--- src/rtl/bus_fabric_pkg.sv ---
// bus_fabric_pkg: shared FSM states, error-cause codes and slave-count limits for the bus fabric
package bus_fabric_pkg;
  localparam int MAX_SLAVES = 16;
  localparam int IDX_W = $clog2(MAX_SLAVES);
  localparam logic CAUSE_UNMAPPED = 1'b0;
  localparam logic CAUSE_TIMEOUT = 1'b1;
  typedef enum logic [1:0] {IDLE, ACTIVE, ERR} state_t;
endpackage

--- src/rtl/bus_addr_match.sv ---
// bus_addr_match: combinational base/mask decode of addr into hit and lowest-index matching slave idx
module bus_addr_match import bus_fabric_pkg::*; #(
  parameter int NUM_SLAVES = 10,
  parameter logic [NUM_SLAVES*32-1:0] SLAVE_BASE = '0,
  parameter logic [NUM_SLAVES*32-1:0] SLAVE_MASK = '0
) (
  input  logic [31:0]      addr,
  output logic             hit,
  output logic [IDX_W-1:0] idx
);
  always_comb begin
    hit = 1'b0;
    idx = '0;
    for (int i = NUM_SLAVES - 1; i >= 0; i--)
      if ((addr & SLAVE_MASK[32*i +: 32]) == SLAVE_BASE[32*i +: 32]) begin
        hit = 1'b1;
        idx = IDX_W'(i);
      end
  end
endmodule

--- src/rtl/bus_fabric.sv ---
// bus_fabric: CPU-to-N-slave decoder with timeout, error responses and sticky error status (mem_* CPU side, slv_* slave side, err_* status)
module bus_fabric import bus_fabric_pkg::*; #(
  parameter int NUM_SLAVES = 10,
  parameter logic [NUM_SLAVES*32-1:0] SLAVE_BASE = '0,
  parameter logic [NUM_SLAVES*32-1:0] SLAVE_MASK = '0,
  parameter int TIMEOUT_CYCLES = 255,
  parameter logic [31:0] ERR_RDATA = 32'hDEAD_BEEF
) (
  input  logic                     clk,
  input  logic                     reset,
  input  logic                     mem_valid,
  input  logic [31:0]              mem_addr,
  output logic                     mem_ready,
  output logic [31:0]              mem_rdata,
  output logic [NUM_SLAVES-1:0]    slv_sel,
  input  logic [NUM_SLAVES-1:0]    slv_ready,
  input  logic [NUM_SLAVES*32-1:0] slv_rdata,
  input  logic                     err_clear,
  output logic                     err_flag,
  output logic                     err_cause,
  output logic [31:0]              err_addr,
  output logic                     err_irq
);
  state_t state;
  logic [IDX_W-1:0] idx, hit_idx;
  logic hit, rdy, tmo, err_evt;
  logic [31:0] cnt, addr_q, sel_data;
  bus_addr_match #(
    .NUM_SLAVES(NUM_SLAVES),
    .SLAVE_BASE(SLAVE_BASE),
    .SLAVE_MASK(SLAVE_MASK)
  ) u_match (
    .addr(mem_addr),
    .hit (hit),
    .idx (hit_idx)
  );
  always_comb begin
    slv_sel = state == ACTIVE ? NUM_SLAVES'(1) << idx : '0;
    sel_data = '0;
    for (int i = 0; i < NUM_SLAVES; i++)
      sel_data = slv_sel[i] ? sel_data | slv_rdata[32*i +: 32] : sel_data;
    rdy = !reset && state == ACTIVE && mem_valid && |(slv_ready & slv_sel);
    tmo = !reset && state == ACTIVE && mem_valid && !rdy && TIMEOUT_CYCLES != 0 &&
          cnt == 32'(TIMEOUT_CYCLES - 1);
    err_evt = !reset && (state == ERR || tmo);
    mem_ready = rdy || err_evt;
    mem_rdata = rdy ? sel_data : err_evt ? ERR_RDATA : '0;
  end
  always_ff @(posedge clk) begin
    if (reset) begin
      state <= IDLE;
      idx <= '0;
      cnt <= '0;
      addr_q <= '0;
      err_flag <= 1'b0;
      err_cause <= CAUSE_UNMAPPED;
      err_addr <= '0;
      err_irq <= 1'b0;
    end else begin
      err_irq <= err_evt;
      if (err_evt) begin
        err_flag <= 1'b1;
        if (!err_flag || err_clear) begin
          err_cause <= tmo ? CAUSE_TIMEOUT : CAUSE_UNMAPPED;
          err_addr <= addr_q;
        end
      end else if (err_clear)
        err_flag <= 1'b0;
      case (state)
        IDLE: if (mem_valid) begin
          addr_q <= mem_addr;
          idx <= hit_idx;
          cnt <= '0;
          state <= hit ? ACTIVE : ERR;
        end
        ACTIVE: begin
          cnt <= cnt + 32'd1;
          state <= (!mem_valid || mem_ready) ? IDLE : ACTIVE;
        end
        default: state <= IDLE;
      endcase
    end
  end
endmodule

--- config.mk ---
export PLATFORM = sky130hd
export DESIGN_NAME = bus_fabric
export DESIGN_NICKNAME = d
export VERILOG_FILES = /design/src/rtl/bus_fabric_pkg.sv /design/src/rtl/bus_addr_match.sv /design/src/rtl/bus_fabric.sv
export SDC_FILE = /design/constraint.sdc
export NUM_CORES = 1
export LEC_CHECK = 0
export CORE_AREA = 8 8 166 168
export CTS_BUF_LIST = sky130_fd_sc_hd__clkbuf_16
export DETAILED_ROUTE_END_ITERATION = 10
export DIE_AREA = 0 0 174 176
export PLACE_DENSITY = 0.65
export SYNTH_ARGS = -nofsm -noshare
export SYNTH_HDL_FRONTEND = slang
export SYNTH_SLANG_ARGS = --single-unit
--- constraint.sdc ---
create_clock -name clk -period 1.9 [get_ports clk]
set_input_delay 0.285 -clock clk [delete_from_list [all_inputs] [get_ports clk]]
set_output_delay 0.285 -clock clk [all_outputs]
set_load 0.01 [all_outputs]
# After elaboration in Yosys (flattened, before gate mapping)
# Cells that the tools add are included.
dict set report word_totals {
  reg_bits 101
  inputBits 366
  out_inout_bits 78
  word_cells 64
}
dict set report op_classes {
  n_addsub 1
  eq_ne 4
  n_mux 21
  bitwise_logic 10
  reduce_logical 21
}
# cell count
set op_table {}
lappend op_table {{$mux W32} 13}
lappend op_table {{$or A32 B32 Y32} 9}
lappend op_table {{$pmux W32 S2} 1}
lappend op_table {{$add A32 B1 Y32 const B} 1}
lappend op_table {{$eq A32 B8 Y1 const B} 1}
lappend op_table {{$and A10 B1 Y10} 1}
lappend op_table {{$reduce_or A10 Y1} 1}
lappend op_table {{$logic_and A1 B1 Y1} 6}
lappend op_table {{$reduce_and A2 Y1} 3}
lappend op_table {{$mux W1} 5}
lappend op_table {{$logic_not A1 Y1} 4}
lappend op_table {{$logic_or A1 B1 Y1} 4}
lappend op_table {{$pmux W2 S2} 1}
lappend op_table {{$reduce_bool A2 Y1} 2}
lappend op_table {{$eq A2 B1 Y1 const B} 1}
lappend op_table {{$eq A2 B2 Y1 const B} 1}
lappend op_table {{$logic_not A2 Y1} 1}
lappend op_table {{$mux W2} 1}
lappend op_table {{$ne A2 B2 Y1 const B} 1}

# Depth between registers and ports, before layout
dict set report logic_depth {
  depth_word 22
  ltp_mapped 8
  ltp_nobuf 6
}

# By module
# From an unflattened synthesis, not the netlist that was laid out.
dict set report unflattened {
  hier_cells 862
  hier_area_um2 6817.8
}
# module n_inst cells_per_inst area_per_inst_um2 seq_area_each_um2
set modules_own_cells {}
lappend modules_own_cells {bus_fabric 1 855 6772.7 2102.0}
lappend modules_own_cells {bus_addr_match 1 7 45.0 0.0}

# Worst setup path before layout
# Ideal clock, no wire load.
dict set report synth_timing {
  path_type {input -> output}
  from {input reset}
  to {output mem_rdata[10]}
  arrival_ps 1726
  t_required_ps 1615
  setup_slack_ps -111
  path_stages 7
  path_buffers 3
  path_cell_list {buf_6 or2_0 or3_1 or4_1 buf_6 buf_6 nand2_1}
}
dict set report synth_via {
  elab_chain_len 11
}
# item line_no
set synth_lines {}
lappend synth_lines {{start: declaration} bus_fabric.sv:10} ;# input logic reset,
lappend synth_lines {{$logic_not A1 Y1 (*)} {bus_fabric.sv:42, bus_fabric.sv:43, bus_fabric.sv:45}}
lappend synth_lines {{$logic_and A1 B1 Y1 (2 in a row)} {bus_fabric.sv:42, bus_fabric.sv:43}}
lappend synth_lines {{$logic_and A1 B1 Y1} bus_fabric.sv:42} ;# rdy = !reset && state == ACTIVE && mem_valid && |(slv_ready & slv_sel);
lappend synth_lines {{$logic_not A1 Y1} bus_fabric.sv:43} ;# tmo = !reset && state == ACTIVE && mem_valid && !rdy && TIMEOUT_CYCLES != 0 &&
lappend synth_lines {{$logic_and A1 B1 Y1 (2 in a row)} bus_fabric.sv:43}
lappend synth_lines {{$logic_or A1 B1 Y1} bus_fabric.sv:45} ;# err_evt = !reset && (state == ERR || tmo);
lappend synth_lines {{$logic_and A1 B1 Y1} bus_fabric.sv:45}
lappend synth_lines {{$mux W32} bus_fabric.sv:47} ;# mem_rdata = rdy ? sel_data : err_evt ? ERR_RDATA : '0;
lappend synth_lines {{$mux W32 (*)} bus_fabric.sv:47}
lappend synth_lines {{end: declaration} bus_fabric.sv:14} ;# output logic [31:0] mem_rdata,
# Mark *: on every way between the ends. The rest lies on a longest branch, timed or not.

# Worst setup path in the final report
dict set report layout_timing {
  from {register cnt[0]}
  to {output mem_rdata[9]}
}
dict set report layout_via {
  elab_chain_len 6
}
# item line_no
set layout_lines {}
lappend layout_lines {{start: declaration} bus_fabric.sv:27} ;# logic [31:0] cnt, addr_q, sel_data;
lappend layout_lines {{start signal: assignment} bus_fabric.sv:77} ;# cnt <= cnt + 32'd1;
lappend layout_lines {{$eq A32 B8 Y1} bus_fabric.sv:44} ;# cnt == 32'(TIMEOUT_CYCLES - 1);
lappend layout_lines {{$logic_and A1 B1 Y1} bus_fabric.sv:43}
lappend layout_lines {{$logic_or A1 B1 Y1} bus_fabric.sv:45}
lappend layout_lines {{$logic_and A1 B1 Y1} bus_fabric.sv:45}
lappend layout_lines {{$mux W32 (2 in a row)} bus_fabric.sv:47}
# Every way passes these cells.

==> out/qor.csv <==
metric,value,unit
number of global-route vias before repair,4496,
violated checks,setup timing,
"Seq/Total Area, Yosys",41.9,%
most frequent cells in the layout,"107 x nand2_1, 103 x clkdlybuf4s50_1, 90 x dfxtp_1",
yosys warns,0,
initial antenna violation count,1,
worst r2r src,cnt[0],
Antenna Cells,0,
Worst Hold Class,in2reg,
Setup WS pre-CTS,-1.05,ns
"commonest non-fill, non-tap cell in the layout",nand2_1,
first-pass GRT wire length,24100,um
cell area after placement,0.00696,sq mm
Final WS setup,-0.602,ns
DIE HEIGHT,176,um
WL final,15200,um
CTS Buffer Depth,2,
# clock sinks,100,
worst-skew pair later-pin latency,0.36,ns
Final HPWL DP,10600,um
Clk pwr share,43.4,%
clock-pin slew on the worst setup and hold paths,0.08,ns
mapped cell area,0.00478,sq mm
placed insts,1065,
RSZ-0062 raised after global routing,yes,
Util after Layout,30.8,%
max-cap viol count,0,
met2 track utilization from global routing,15.1,%
top_reg_cell synth,dfxtp_1,
sw frac,24.9,%
status,"complete, but fails checks",
Mapped Cells,577,
total power,0.00458,W
Filler cells,2638,
via count,4563,
max frequency,400,MHz
capture point of the worst path,mem_rdata[9],
Max VDD drop,339,uV
# DRC,0,
# nets final,1120,
P_sw,0.00114,W
CP endpoint kind,output pin,
Cell Rows,58,
area of the multi-input gates,0.00279,sq mm
met1 usage,12.2,%
Cell Pwr Density,598,mW/mm^2
Unique masters post-synth,44,
DRT Pass-1 Iters,4,
Synth-to-Final Area Change,60.1,%
"antenna viol nets, final",0,
Max transition margin,29.6,%
grt peak-use layer,met2,
finished layout cell area,0.00765,sq mm
Tmin final,2.50,ns
part of the power in registers,47.1,%
share of cells above drive strength 1,25.0,%
Clock Skews,0.0178,ns
Port Buffer Count,137,
routed len/inst,14.0,um
Final Hold Fails,0,
Final Wtd Congestion,0.815,
Post-synth EDFFs,0,
largest net degree at the start of global routing,126,
Crit. Startpoint,cnt[0],
DRT iter0 DRCs,248,
gr usage total,9.61,%
Tightest Pin Transition,1.06,ns
Final Max Slew Viols,0,
CP Data Arrival Time,2.22,ns
synthesized area per cell,8.28,sq um
Die ar.,0.0306,sq mm
Pint,0.00344,W
met3 GRT Util,3.65,%
Initial Utilization,19.3,%
Worst R2R End,state[0],
Setup crit start kind,flip-flop,
Root Driver,clkbuf_16,
Comb power frac,9.6,%
Leakage,2.92,nW
CTS tree,built,
Final Cycle Share,132,%
Layout Cells excl Fill,1087,
Async SR Flop Fraction,0,%
CP Max Fanout,7,
Top-Level Pins,444,
Vias/cell,4.20,
H-tree Lvls,3,
Core ar.,0.0248,sq mm
Seq cells post-synth,100,
Worst Path Required,1.62,ns
R2R Setup Slk,-0.17,ns
register area,0.00201,sq mm
grt ovf,0,
DIE WIDTH,174,um
critical path type,reg2out,
CTS Buf Count,9,
worst r2r path cells,8,
endpoints failing setup,51,
==> power groups by stage <==
stage / logic, W / clock network [W] / registers [W]
4_1_cts: 0.000438 / 0.00206 / 0.00215
2_1_floorplan: 0.000199 / 0 / 0.00220
3_5_place_dp: 0.000435 / 0 / 0.00220
5_1_grt: 0.000482 / 0.00215 / 0.00216
6_report: 0.000438 / 0.00199 / 0.00216
3_3_place_gp: 0.000432 / 0 / 0.00220
==> sequential cells by signal, indices dropped and copies added, names as in the netlist <==
name and count:
addr_q 32, cnt 32, err_addr 32, err_cause 1
err_flag 1, err_irq 1, state 1
==> critical path, cell delays in order, from the launching register on <==
cell       delay [ns]
dfxtp_2          0.33
inv_2            0.06
ha_4             0.12
nor4b_4          0.24
nand4_1          0.12
or4_4            0.63
clkbuf_16        0.21
nand2_2          0.06
buf_6            0.10
==> how the worst min path moves through the flow <==
stage                startpoint          to  slack, ns  depth (start not counted)
floorplan           mem_addr[0]   addr_q[0]       0.42                          2
global placement      addr_q[0]   addr_q[0]       0.44                          2
detailed placement   addr_q[15]  addr_q[15]       0.45                          2
CTS                       reset    err_flag       0.27                          3
global route              reset    err_flag       0.28                          3
finish                    reset    err_flag       0.27                          3
==> Yosys cell counts (7+ instances only) <==
cell,instances,share of area [%]
nand2_1,131,10
nand3_1,13,1.4
nand4_1,18,2.4
nor4_1,9,1.2
nor2_1,15,1.2
and3_1,14,1.8
clkbuf_1,23,1.8
buf_4,12,1.9
or2_2,7,0.92
nand2b_1,68,8.9
dfxtp_1,100,42
mux2i_1,37,7.7
mux2_2,8,1.9
a21oi_1,46,4.8
and4_1,7,1.3
==> kinds of logic (layout without fill, tap and decap cells) <==
logic type,count (synthesis),after routing,share of synthesized area [%]
flops,100,100,41.9
fa+ha+maj,2,2,0.523
mux,45,45,9.63
other cells,1,9,0.0785
simple gates,311,311,33.9
buf+inv,53,225,5.89
xor+xnor,4,4,0.733
compound gates,61,61,7.36
==> stage by stage <==
| stage | setup TNS [ns] | hold slack, ns |
|---|---|---|
| global route | -23.12 | 0.276 |
| floorplan | -0.679 | 0.421 |
| detailed placement | -44.91 | 0.447 |
| CTS | -14.49 | 0.270 |
| global placement | -39.84 | 0.443 |
| finish | -15.47 | 0.274 |
==> timing repair <==
action | CTS | global route
setup buffers | 2 | 1
pin swaps | 8 | 3
gates cloned | 2 | 2
endpoints found under the hold margin | 0 | 0
hold buffers | 0 | 0
setup endpoints to repair | 69 | 69
resized for setup | 152 | 51
==> metal layers <==
layer,vias up,routed length [um]
met3,17,1060
met5,-,13
li1,2297,-
met1,2093,7000
met2,154,6960
met4,2,191
==> cell type report <==
| class | count | share of cell area (%) |
|---|---|---|
| flip-flops and latches | 100 | 26.3 |
| multi-input cells | 432 | 36.4 |
| inverters | 3 | 0.147 |
| repair buffers | 206 | 27.6 |
| clock inverters | 7 | 1.21 |
| well taps | 330 | 5.40 |
| clock buffers | 9 | 2.94 |
Note: power is estimated with default switching activity, not from simulation.
